===== config.mk =====
export PLATFORM = sky130hd
export DESIGN_NAME = alu_top_8b
export DESIGN_NICKNAME = d
export VERILOG_FILES = /design/src/rtl/alu_pkg.sv /design/src/rtl/alu_divider.sv /design/src/rtl/alu_top_8b.sv
export SDC_FILE = /design/constraint.sdc
export NUM_CORES = 1
export LEC_CHECK = 0
export CELL_PAD_IN_SITES_DETAIL_PLACEMENT = 0
export CELL_PAD_IN_SITES_GLOBAL_PLACEMENT = 2
export CORE_MARGIN = 2
export CORE_UTILIZATION = 40
export DETAILED_ROUTE_END_ITERATION = 10
export GPL_TIMING_DRIVEN = 0
export PLACE_DENSITY = 0.95
export REMOVE_ABC_BUFFERS = 1
export SYNTH_ARGS = -nofsm -noshare
export SYNTH_HDL_FRONTEND = slang
export SYNTH_SLANG_ARGS = --single-unit

===== constraint.sdc =====
create_clock -name clk_i -period 42.6 [get_ports clk_i]
set_input_delay 10.65 -clock clk_i [delete_from_list [all_inputs] [get_ports clk_i]]
set_output_delay 10.65 -clock clk_i [all_outputs]
set_load 0.01 [all_outputs]

===== src/rtl/alu_pkg.sv =====
// Shared opcode encoding and constants for the 8-bit ALU.
package alu_pkg;

    localparam int DATA_W = 8;
    localparam logic [DATA_W-1:0] DIV_BY_ZERO_Q = 8'hFF;

    typedef enum logic [2:0] {
        OP_ADD = 3'b000,
        OP_SUB = 3'b001,
        OP_MUL = 3'b010,
        OP_DIV = 3'b011,
        OP_MOD = 3'b100,
        OP_AND = 3'b101,
        OP_OR  = 3'b110,
        OP_XOR = 3'b111
    } alu_op_e;

endpackage


===== src/rtl/alu_divider.sv =====
// Combinational 8-bit unsigned restoring divider shared by DIV and MOD.
module alu_divider
    import alu_pkg::*;
(
    input  logic [DATA_W-1:0] dividend,
    input  logic [DATA_W-1:0] divisor,
    output logic [DATA_W-1:0] quotient,
    output logic [DATA_W-1:0] remainder,
    output logic              div_by_zero
);

    logic [DATA_W-1:0] quo;
    logic [DATA_W-1:0] rem;
    logic [DATA_W-1:0] num;
    logic [DATA_W:0]   partial;

    // Dividend bits are shifted out MSB-first so no variable bit index is needed.
    always_comb begin
        quo     = '0;
        rem     = '0;
        num     = dividend;
        partial = '0;
        for (int unsigned k = 0; k < DATA_W; k++) begin
            partial = {rem, num[DATA_W-1]};
            num     = {num[DATA_W-2:0], 1'b0};
            if (partial >= {1'b0, divisor}) begin
                partial = partial - {1'b0, divisor};
                quo     = {quo[DATA_W-2:0], 1'b1};
            end else begin
                quo     = {quo[DATA_W-2:0], 1'b0};
            end
            rem = partial[DATA_W-1:0];
        end
    end

    assign div_by_zero = (divisor == '0);
    assign quotient    = div_by_zero ? DIV_BY_ZERO_Q : quo;
    assign remainder   = div_by_zero ? dividend : rem;

endmodule


===== src/rtl/alu_top_8b.sv =====
// Registered 8-bit ALU; logic ops (101/110/111) are built only when ALU_LOGIC_OPS_EN is defined.
module alu_top_8b
    import alu_pkg::*;
(
    input  logic              clk_i,
    input  logic              rst_i,
    input  logic [2:0]        ctrl_i,
    input  logic [DATA_W-1:0] data0_i,
    input  logic [DATA_W-1:0] data1_i,
    output logic [DATA_W-1:0] result_o,
    output logic              zero_o,
    output logic              dbz_o
);

    logic [DATA_W-1:0] quotient;
    logic [DATA_W-1:0] remainder;
    logic              div_by_zero;
    logic [DATA_W-1:0] next_result;
    logic              next_dbz;
    alu_op_e           op;

    alu_divider u_divider (
        .dividend    (data0_i),
        .divisor     (data1_i),
        .quotient    (quotient),
        .remainder   (remainder),
        .div_by_zero (div_by_zero)
    );

    assign op = alu_op_e'(ctrl_i);

    always_comb begin
        next_result = '0;
        next_dbz    = 1'b0;
        case (op)
            OP_ADD: next_result = data0_i + data1_i;
            OP_SUB: next_result = data0_i - data1_i;
            OP_MUL: next_result = data0_i * data1_i;
            OP_DIV: begin
                next_result = quotient;
                next_dbz    = div_by_zero;
            end
            OP_MOD: begin
                next_result = remainder;
                next_dbz    = div_by_zero;
            end
`ifdef ALU_LOGIC_OPS_EN
            OP_AND: next_result = data0_i & data1_i;
            OP_OR:  next_result = data0_i | data1_i;
            OP_XOR: next_result = data0_i ^ data1_i;
`endif
            default: next_result = '0;
        endcase
    end

    always_ff @(posedge clk_i) begin
        if (rst_i) begin
            result_o <= '0;
            zero_o   <= 1'b1;
            dbz_o    <= 1'b0;
        end else begin
            result_o <= next_result;
            zero_o   <= (next_result == '0);
            dbz_o    <= next_dbz;
        end
    end

endmodule


==> results.toml <==
[finish]
fin_util_pct = 44.2
fin_cells = 873
multiInputGateArea_um2 = 4730
seqCellArea_um2 = 200
layout-drive-gt1-share_pct = 5.60
area_growth_pct = 9.37
fill_cells = 1314
nets = 829
antenna_cells = 0

[die]
dieArea_um2 = 14200
core-area_um2 = 13100
die_w_um = 119
ioPinCount = 31
floorplan.initialDensity_pct = 40.4
die-height_um = 119
rows = 42

[routing]
num_vias = 4977
drt-initial-drc-count = 270
routed_wirelength_mm = 15.2
drtPass1Iterations = 5
vias_per_cell = 5.70
wl_per_cell_um = 17.4
ant_nets = 0
drc_errors = 0

[synth]
synth_seq_cells = 10
synthTopCellsByArea = "ha_1 21%, fa_1 7.6%, xnor2_1 6.5%"
synth_area_leader_cell = "ha_1"
synth_edf_count = 0
synthDistinctLibCells = 72
synth_top_cell_area_share_pct = 21.1
yosysMostFrequentCell = "ha_1"
ys_seq_area_share_pct = 3.79
synthTopCellsByCount = "89 x ha_1, 69 x nor2_1, 68 x inv_1"
ys_async_sr_fraction_pct = 0
yosys_warnings = 0
syn-cell-area_um2 = 5290
syn_inst = 680
syn_area_per_cell_um2 = 7.77
ys.flop_type = "dfxtp_1"

[timing]
max_freq_mhz = 33.1
hold_slack_ns = 11.19
relSlewSlack_pct = 20.7
tightest_slew_ns = 1.19
rsz0062_at_grt = "no"
slew_violations = 0
period_minus_slack_ns = 30.17
setup_violations = 0
setup_tns_ns = 0
hold_viol = 0
timing.final.crit_share_pct = 70.8

[hold_path]
min_from = "rst_i"
holdPathEnd = "result_o[2]$_SDFF_PP0_"
hold_path.class = "in2reg"
holdPathStages = 2

[global_routing]
first_global_vias = 4978
grt_pass1_wl_mm = 24.7
grt_start_max_net_pins = 19
antenna_found_initial = 0
grt_remaining_overflow = 0
grtUsageTotal_pct = 21.3

[critical_path]
cp_max_fo = 16
crit_type = "in2reg"
max_stage_delay_ns = 1.23
cp.required_ns = 42.73
path_depth = 74
crit_arrival_ns = 30.29
crit_path_frequent_cell = "o21ai_0"
worstSetupEndpointType = "flop"
crit_buf_inv = 5
cp_slowest_cell = "clkdlybuf4s50_1"
worst_setup_path_start_kind = "input port"
path_delay_family = "compound AO/OA/AOI/OAI gates"

[clock_tree]
cts_hold_buffers = 0
cts.sinks = 10
cts_root_buf = "clkbuf_16"
cts.clk_slew.worst_paths_ns = 0.04
cts_made_buffers = 3
cts_setup_buffers = 0
h-tree-depth = 1
cts_max_path_buffers = 2
cts_tree = "built"
cts_resized = 0

[place]
numPlacedInstances = 870
post-dp-hpwl_mm = 12.1
portBuffers = 30
gp_congestion = 0.844

[job]
maxCapViolCount = 0

[status]
outcome = "complete, no violations"

[power_and_ir_drop]
total_power_mw = 0.309
ir_worst_vdd_mv = 0.0258
p_per_area_nw_per_um2 = 53.4
leakagePower_nw = 2.74
## cell families (layout without fill, tap and decap cells)
| group | Yosys count | in the layout | synth area share (%) |
|---|---|---|---|
| AND/OR/NAND/NOR | 199 | 199 | 19.1 |
| AO/OA/AOI/OAI | 183 | 183 | 24.2 |
| adder cells (fa/ha/maj) | 109 | 109 | 28.6 |
| buffers and inverters | 85 | 102 | 6.79 |
| multiplexers | 38 | 38 | 8.14 |
| XOR/XNOR | 56 | 56 | 9.28 |
| flip-flops | 10 | 10 | 3.79 |
## metrics by stage
step	worst slack (ns)	instance area [µm²]
floorplan	17.21	5190
global placement	12.46	5710
detailed placement	12.28	5710
CTS	12.41	5780
global route	10.39	5780
finish	12.43	5780
## worst max-delay path by stage
stage	start	endpoint	slack, ns
6_report	data1_i[1]	zero_o$_SDFF_PP1_	12.43
5_1_grt	data1_i[1]	zero_o$_SDFF_PP1_	10.39
4_1_cts	data1_i[1]	zero_o$_SDFF_PP1_	12.41
3_5_place_dp	data1_i[1]	zero_o$_SDFF_PP1_	12.28
3_3_place_gp	data1_i[1]	zero_o$_SDFF_PP1_	12.46
2_1_floorplan	data0_i[7]	zero_o$_SDFF_PP1_	17.21
## power by group
part	total [mW]	internal, mW	switching (mW)	leakage, nW
Sequential	0.0123	0.0118	0.000570	0.0823
Combinational	0.281	0.125	0.155	2.62
Clock	0.0156	0.0121	0.00350	0.0370
## placed cells by master, fill, tap and decap left out, types with 16 or more instances in the layout
cell,n
xor2_1,17
o21ai_0,37
xnor2_1,39
a21o_1,19
mux2_2,16
nor2_1,69
nor2b_1,19
a21oi_1,41
mux2i_1,16
ha_1,89
fa_1,20
nand2_1,39
clkdlybuf4s50_1,30
inv_1,68
## routing by layer
layer,vias up,share of wire (%),global-route usage [%]
met5,-,0,0
met4,0,1.1,3.94
met3,14,3.1,1.05
met2,100,48,37.9
met1,2386,48,28.8
li1,2477,-,-
## final cells by class
class,instances,area share [%]
clock buffers,3,1.30
inverters,69,4.48
multi-input cells,585,81.8
flip-flops and latches,10,3.46
well taps,176,3.81
repair buffers,30,5.19
## sequential cells by signal (all words and copies together), names as in the netlist
signal	cells
result_o	8
zero_o	1
dbz_o	1
Power figures use the tool's default switching activity.
